<file path="config.mk">
export PLATFORM = sky130hd
export DESIGN_NAME = hash_unit_scheduler
export DESIGN_NICKNAME = d
export VERILOG_FILES = /design/src/rtl/hash_unit_scheduler_pkg.sv /design/src/rtl/hash_unit_scheduler_rr_arbiter.sv /design/src/rtl/hash_unit_scheduler.sv
export SDC_FILE = /design/constraint.sdc
export NUM_CORES = 1
export LEC_CHECK = 0
export CORE_UTILIZATION = 50
export DETAILED_ROUTE_END_ITERATION = 8
export DONT_BUFFER_PORTS = 1
export SLEW_MARGIN = 20
export SYNTH_ARGS = -nofsm -noshare
export SYNTH_HDL_FRONTEND = slang
export SYNTH_HIERARCHICAL = 1
export SYNTH_SLANG_ARGS = --single-unit
</file>
<file path="constraint.sdc">
create_clock -name M1_CLK -period 18.7 [get_ports M1_CLK]
set_clock_uncertainty 0.15 [all_clocks]
set_input_delay 3.74 -clock M1_CLK [delete_from_list [all_inputs] [get_ports M1_CLK]]
set_output_delay 3.74 -clock M1_CLK [all_outputs]
set_load 0.02 [all_outputs]
</file>
<file path="src/rtl/hash_unit_scheduler_pkg.sv">
// Shared types and widths for the hash-unit nonce scheduler.
// Holds the scheduler state encoding and the result-FIFO entry layout.
package hash_unit_scheduler_pkg;

  localparam int NONCE_W    = 32;
  localparam int UNIT_IDX_W = 3;

  typedef enum logic [1:0] {
    SCHED_IDLE      = 2'd0,
    SCHED_RUN       = 2'd1,
    SCHED_EXHAUSTED = 2'd2,
    SCHED_DONE      = 2'd3
  } sched_state_e;

  typedef struct packed {
    logic [NONCE_W-1:0]    nonce;
    logic [UNIT_IDX_W-1:0] unit;
  } sol_entry_t;

endpackage

</file>
<file path="src/rtl/hash_unit_scheduler_rr_arbiter.sv">
// Round-robin arbiter: the first requester at or after the pointer wins.
// The pointer moves to winner+1 only when the caller commits the grant.
module rr_arbiter #(
  parameter int N = 4
) (
  input  logic         M1_CLK,
  input  logic         RST,
  input  logic [N-1:0] req,
  input  logic         advance,
  output logic [N-1:0] gnt
);

  localparam int PTR_W = (N > 1) ? $clog2(N) : 1;

  logic [PTR_W-1:0] ptr;
  logic [PTR_W-1:0] win_idx;
  logic [PTR_W-1:0] scan_idx;
  logic             found;

  // NOTE: every combinational output gets a default before any branch, so no
  // path leaves it unassigned and no latch is inferred.
  always_comb begin
    gnt      = '0;
    win_idx  = ptr;
    scan_idx = '0;
    found    = 1'b0;
    // NOTE: blocking assignments here model the in-order priority scan; the
    // first hit sets found and shadows later ones within the same evaluation.
    for (int k = 0; k < N; k++) begin
      scan_idx = PTR_W'((int'(ptr) + k) % N);
      if (!found && req[scan_idx]) begin
        found         = 1'b1;
        gnt[scan_idx] = 1'b1;
        win_idx       = scan_idx;
      end
    end
  end

  // NOTE: state registers use non-blocking assignments so every flop samples
  // pre-edge values regardless of process ordering.
  always_ff @(posedge M1_CLK) begin
    if (RST) begin
      ptr <= '0;
    end else if (advance && found) begin
      ptr <= (win_idx == PTR_W'(N - 1)) ? '0 : win_idx + PTR_W'(1);
    end
  end

endmodule

</file>
<file path="src/rtl/hash_unit_scheduler.sv">
// Nonce-range scheduler: hands fixed-size chunks to hash units round-robin and
// gathers their solutions through a second arbiter into a small result FIFO.
module hash_unit_scheduler
  import hash_unit_scheduler_pkg::*;
#(
  parameter int NUM_UNITS  = 4,
  parameter int CHUNK_LOG2 = 8,
  parameter int RES_DEPTH  = 4
) (
  input  logic                         M1_CLK,
  input  logic                         RST,
  input  logic                         start,
  input  logic                         stop,
  input  logic [NONCE_W-1:0]           nonce_base,
  input  logic [NONCE_W-1:0]           nonce_limit,
  input  logic [NUM_UNITS-1:0]         unit_req,
  output logic [NUM_UNITS-1:0]         unit_grant,
  output logic [NONCE_W-1:0]           chunk_start,
  output logic [NONCE_W-1:0]           chunk_end,
  input  logic [NUM_UNITS-1:0]         sol_valid,
  input  logic [NONCE_W*NUM_UNITS-1:0] sol_nonce,
  output logic [NUM_UNITS-1:0]         sol_ack,
  output logic                         res_valid,
  output logic [NONCE_W-1:0]           res_nonce,
  output logic [UNIT_IDX_W-1:0]        res_unit,
  input  logic                         res_pop,
  output logic                         irq,
  output logic                         busy,
  output logic                         done
);

  localparam int               AW         = $clog2(RES_DEPTH);
  localparam logic [NONCE_W:0] CHUNK_SIZE = (NONCE_W + 1)'(1) << CHUNK_LOG2;
  localparam logic [NONCE_W:0] CHUNK_SPAN = CHUNK_SIZE - (NONCE_W + 1)'(1);

  // ---------------- dispatch ----------------
  sched_state_e         state, state_nxt;
  logic [NONCE_W:0]     next_nonce;
  logic [NONCE_W-1:0]   limit_q;
  logic [NONCE_W:0]     chunk_last;
  logic                 in_range;
  logic                 load_range;
  logic                 dispatch_go;
  logic                 done_nxt;
  logic [NUM_UNITS-1:0] disp_req;
  logic [NUM_UNITS-1:0] disp_gnt;

  // The 33-bit compare keeps a range ending at 0xFFFFFFFF from wrapping to 0.
  assign in_range    = next_nonce <= {1'b0, limit_q};
  assign chunk_last  = next_nonce + CHUNK_SPAN;
  assign dispatch_go = (state == SCHED_RUN) && in_range && !stop;
  assign load_range  = start && !stop && (state == SCHED_IDLE || state == SCHED_DONE);
  // A unit still showing req in its grant cycle must not be granted twice.
  assign disp_req    = unit_req & ~unit_grant;
  assign busy        = (state == SCHED_RUN) || (state == SCHED_EXHAUSTED);

  rr_arbiter #(.N(NUM_UNITS)) u_disp_arb (
    .M1_CLK  (M1_CLK),
    .RST     (RST),
    .req     (disp_req),
    .advance (dispatch_go),
    .gnt     (disp_gnt)
  );

  always_comb begin
    state_nxt = state;
    if (stop) begin
      state_nxt = SCHED_IDLE;
    end else begin
      case (state)
        SCHED_IDLE, SCHED_DONE:
          if (start) state_nxt = (nonce_base > nonce_limit) ? SCHED_EXHAUSTED : SCHED_RUN;
        SCHED_RUN:
          if (!in_range) state_nxt = SCHED_EXHAUSTED;
        SCHED_EXHAUSTED:
          if (&unit_req) state_nxt = SCHED_DONE;
        default:
          state_nxt = SCHED_IDLE;
      endcase
    end
    done_nxt = (state == SCHED_EXHAUSTED) && (state_nxt == SCHED_DONE);
  end

  always_ff @(posedge M1_CLK) begin
    if (RST) begin
      state       <= SCHED_IDLE;
      done        <= 1'b0;
      unit_grant  <= '0;
      chunk_start <= '0;
      chunk_end   <= '0;
      next_nonce  <= '0;
      limit_q     <= '0;
    end else begin
      state      <= state_nxt;
      done       <= done_nxt;
      unit_grant <= dispatch_go ? disp_gnt : '0;
      if (load_range) begin
        next_nonce <= {1'b0, nonce_base};
        limit_q    <= nonce_limit;
      end else if (dispatch_go && |disp_gnt) begin
        next_nonce  <= next_nonce + CHUNK_SIZE;
        chunk_start <= next_nonce[NONCE_W-1:0];
        chunk_end   <= (chunk_last > {1'b0, limit_q}) ? limit_q : chunk_last[NONCE_W-1:0];
      end
    end
  end

  // ---------------- solution collection ----------------
  sol_entry_t           mem [RES_DEPTH];
  sol_entry_t           push_entry;
  sol_entry_t           head_nxt;
  logic                 head_valid_nxt;
  logic [AW:0]          wr_ptr, rd_ptr, wr_ptr_nxt, rd_ptr_nxt;
  logic                 fifo_empty, fifo_full;
  logic                 can_push, sol_take, do_pop;
  logic [NUM_UNITS-1:0] sol_gnt;

  assign fifo_empty = (wr_ptr == rd_ptr);
  assign fifo_full  = (wr_ptr[AW] != rd_ptr[AW]) && (wr_ptr[AW-1:0] == rd_ptr[AW-1:0]);
  // A pop in the same cycle frees the slot, so a full FIFO can still accept.
  assign can_push   = !fifo_full || res_pop;
  assign sol_take   = can_push && |sol_gnt;
  assign sol_ack    = can_push ? sol_gnt : '0;
  assign do_pop     = res_pop && !fifo_empty;
  assign wr_ptr_nxt = wr_ptr + (AW + 1)'(sol_take);
  assign rd_ptr_nxt = rd_ptr + (AW + 1)'(do_pop);
  assign irq        = res_valid;

  rr_arbiter #(.N(NUM_UNITS)) u_sol_arb (
    .M1_CLK  (M1_CLK),
    .RST     (RST),
    .req     (sol_valid),
    .advance (sol_take),
    .gnt     (sol_gnt)
  );

  always_comb begin
    push_entry = '0;
    for (int i = 0; i < NUM_UNITS; i++) begin
      if (sol_gnt[i]) begin
        push_entry = '{nonce: sol_nonce[NONCE_W*i +: NONCE_W], unit: UNIT_IDX_W'(i)};
      end
    end
  end

  // The head register is fed from the entry being pushed when it lands in an
  // otherwise-empty slot at the read pointer, so res_* stay registered.
  always_comb begin
    head_nxt       = '0;
    head_valid_nxt = 1'b0;
    if (rd_ptr_nxt != wr_ptr_nxt) begin
      head_valid_nxt = 1'b1;
      if (rd_ptr_nxt == wr_ptr) head_nxt = push_entry;
      else                      head_nxt = mem[rd_ptr_nxt[AW-1:0]];
    end
  end

  // NOTE: the storage array has no reset; validity is tracked by the pointers,
  // which keeps the array free of reset fan-out.
  always_ff @(posedge M1_CLK) begin
    if (sol_take) mem[wr_ptr[AW-1:0]] <= push_entry;
  end

  always_ff @(posedge M1_CLK) begin
    if (RST) begin
      wr_ptr    <= '0;
      rd_ptr    <= '0;
      res_valid <= 1'b0;
      res_nonce <= '0;
      res_unit  <= '0;
    end else begin
      wr_ptr    <= wr_ptr_nxt;
      rd_ptr    <= rd_ptr_nxt;
      res_valid <= head_valid_nxt;
      res_nonce <= head_nxt.nonce;
      res_unit  <= head_nxt.unit;
    end
  end

endmodule
</file>
==> flow_summary.toml <==
[run_status]
status = "finished clean"

[flow_run]
max_cap_viol_count = 0

[power_and_ir_drop]
sw_frac_of_total_pct = 37.5
p_clk_share_pct = 22.9
p_comb_share_pct = 39.6
seq_power_share_pct = 37.4
p_leak_nw = 6.78
p_switching_mw = 1.09
p_per_area_nw_per_um2 = 157
p_total_mw = 2.90
peakVddDrop_mv = 0.173
p_int_mw = 1.81

[setup_path]
r2r-start = "u_disp_arb/ptr[0]"
path_class = "primary input to output pin"
cpPeakStageDelay_ns = 0.53
endpoint_kind = "output pin"
critPathLaunchType = "primary input"
worstReg2RegEnd = "chunk_end[27]"
worstPathRequired_ns = 14.81
cp_cell_sequence = "nor4_1, nor3_1, nor3_1, a22oi_1, o21ai_4, buf_4, nor2b_1"
cp_data_arrival_time_ns = 5.95
path_buf_inv = 1
r2r_cells = 14
rrSetupSlack_ns = 12.58
slowest_stage = "buf_4"
cp_common_cell = "nor3_1"
cpLargestDelayFamily = "simple AND/OR/NAND/NOR gates"
critical_path.max_fanout = 67

[worst_hold_path]
min_to = "limit_q[1]"
hold_depth = 2
hold_start = "limit_q[1]"
hold_path.class = "register to register"

[clock_network]
clk_pin_slew_ns = 0.06
cts.path.max_buffers = 3
cts_hold_buf = 0
numCtsBuffers = 35
post_cts_buffers = 0
root_buffer = "clkbuf_16"
cts-resized-gates = 0
cts.sinks = 317
cts_tree = "done"
worstSkewPairLatency_ns = 0.53
htreeDepth = 2

[grt]
track_usage_pct = 26.4
antenna_found_initial = 0
overflow = 0
grt_pass1_vias = 12700
grt_max_degree = 117
grt_pass1_wl_um = 72700

[timing]
hold_viol = 0
setup_ws_ns = 8.86
setup_viol = 0
min_period_ns = 9.84
slew_viol_final = 0
period_share_pct = 52.6
whs_ns = 0.317
grt_setup_unrepaired = "false"
relSlewSlack_pct = 25.9
tightest_slew_ns = 1.11
fmax_mhz = 102
setup_tns_ns = 0

[yosys]
synthCells = 1719
yosys_register_bits = 317
yosysTopAreaCell = "edfxtp_1"
syn_area_per_cell_sq_um = 9.98
synth_area_sq_um = 17100
syn_nets = 2039
ys_warn_count = 6
ys_types = 76
synth_flop_cell = "dfxtp_1"
synth-seq-area-share_pct = 44.9
synth_area_leaders = "edfxtp_1, dfxtp_1, ha_1"
synth_edf_count = 136
synth_top_area_share_pct = 23.8
synthArstFlopShare_pct = 0

[final_layout]
post-route-util_pct = 55.0
drive_gt1_share_pct = 10.8
n_antenna_cell = 0
final_common_cell = "nand2_1"
nets = 1970
syn_to_final_growth_pct = 7.91
mostFrequentLayoutCells = "nand2_1, dfxtp_1, a21oi_1, edfxtp_1, ha_1"

[detailed_routing]
post_drt_wl_per_cell_um = 22.1
routed_wl_um = 46900
drtPass1Iterations = 5
route.detailed.drc = 0
antenna_left = 0
avgViaCountPerCell = 6.25
drt_iter0_drc = 1085
vias = 13300

[placed_design]
pre_cts_slack_ns = 8.93
gp_congestion = 0.908
portBuffers = 0
hpwlAfterDp_um = 32000

[floorplan]
io_pins = 316
core-area_sq_um = 33600
row_count = 67
start_util_pct = 51.0
die_height_um = 187
dieWidth_um = 187
die-area_sq_um = 35000
-- per-layer routing --
metal | track usage [%] | part of all wire (%)
met1 | 37.9 | 45
met2 | 40.2 | 45
met3 | 6.49 | 8.4
met4 | 5.64 | 1.7
met5 | 0 | 0
-- worst reg2reg max path, stage by stage, from the launching register on --
cell and delay (ns):
dfxtp_1 0.84, inv_2 0.15, ha_1 0.55, mux4_2 0.48, or3_1 0.38, nor2_1 0.26
a221o_1 0.21, inv_1 0.06, a41oi_1 0.37, nand2_1 0.31, a211oi_1 0.52, a21o_2 0.56
buf_4 0.43, a21oi_4 0.35, a22o_1 0.37
-- how the worst max path moves through the flow --
stage	start	to	slack, ns	cells after the start
after floorplan	sol_valid[3]	sol_ack[3]	8.94	9
after global placement	sol_valid[1]	sol_ack[3]	9.01	7
after detailed placement	sol_valid[1]	sol_ack[3]	8.93	7
after CTS	sol_valid[1]	sol_ack[3]	8.93	7
after global routing	sol_valid[1]	sol_ack[3]	8.70	7
final	sol_valid[1]	sol_ack[3]	8.86	7
-- final cells by class --
class                      count  area, sq um
timing repair buffer          22          165
fill                        3009        15100
tap                          448          561
inverter                      90          338
clock inverter                10          116
sequential                   317         7710
multi-input combinational   1184         8620
clock buffer                  54          997
-- stage by stage --
| stage | std cells | instance area (sq um) |
|---|---|---|
| detailed placement | 2061 | 17400 |
| finish | 2125 | 18500 |
| floorplan | 1719 | 17100 |
| CTS | 2125 | 18500 |
| global placement | 2061 | 17400 |
| global route | 2125 | 18500 |
-- Yosys cell counts (11+ instances only) --
cell type / count
a21oi_1: 159
a221o_1: 36
a22o_1: 28
a22oi_1: 55
a31oi_1: 15
clkbuf_1: 98
dfxtp_1: 181
edfxtp_1: 136
ha_1: 115
inv_1: 89
mux2_2: 28
mux2i_1: 11
mux4_2: 41
nand2_1: 199
nand3_1: 59
nand4_1: 25
nor2_1: 93
nor2b_1: 20
nor3_1: 25
o21ai_0: 60
or4_1: 11
xnor2_1: 21
xor2_1: 23
-- power by group through the flow --
stage | combinational (mW) | clock, mW | sequential, mW
floorplan | 0.878 | 0 | 1.08
global placement | 1.13 | 0 | 1.09
detailed placement | 1.16 | 0 | 1.10
CTS | 1.16 | 0.679 | 1.09
global route | 1.27 | 0.707 | 1.10
finish | 1.15 | 0.665 | 1.09
-- sequential cells by signal, summed over array words and instances (netlist names), 3 cells and up --
register,flops
unit_grant,4
chunk_end,32
rd_ptr,3
limit_q,32
chunk_start,32
mem,136
wr_ptr,3
res_nonce,32
next_nonce,33
-- logic make-up (layout without fill, tap and decap cells) --
group                      after synthesis  count (layout)  synth area share, %
AOI/OAI and AO/OA                      444             444                 17.4
xor gates and xnor gates                44              44                 2.25
muxes                                   80              80                 7.87
and+or+nand+nor                        500             500                 13.8
adders and majority gates              115             115                 8.39
DFF                                    317             317                 44.9
other                                    1               1               0.0219
buffers and inverters                  218             176                 5.31
(Power assumes the default switching activity.)
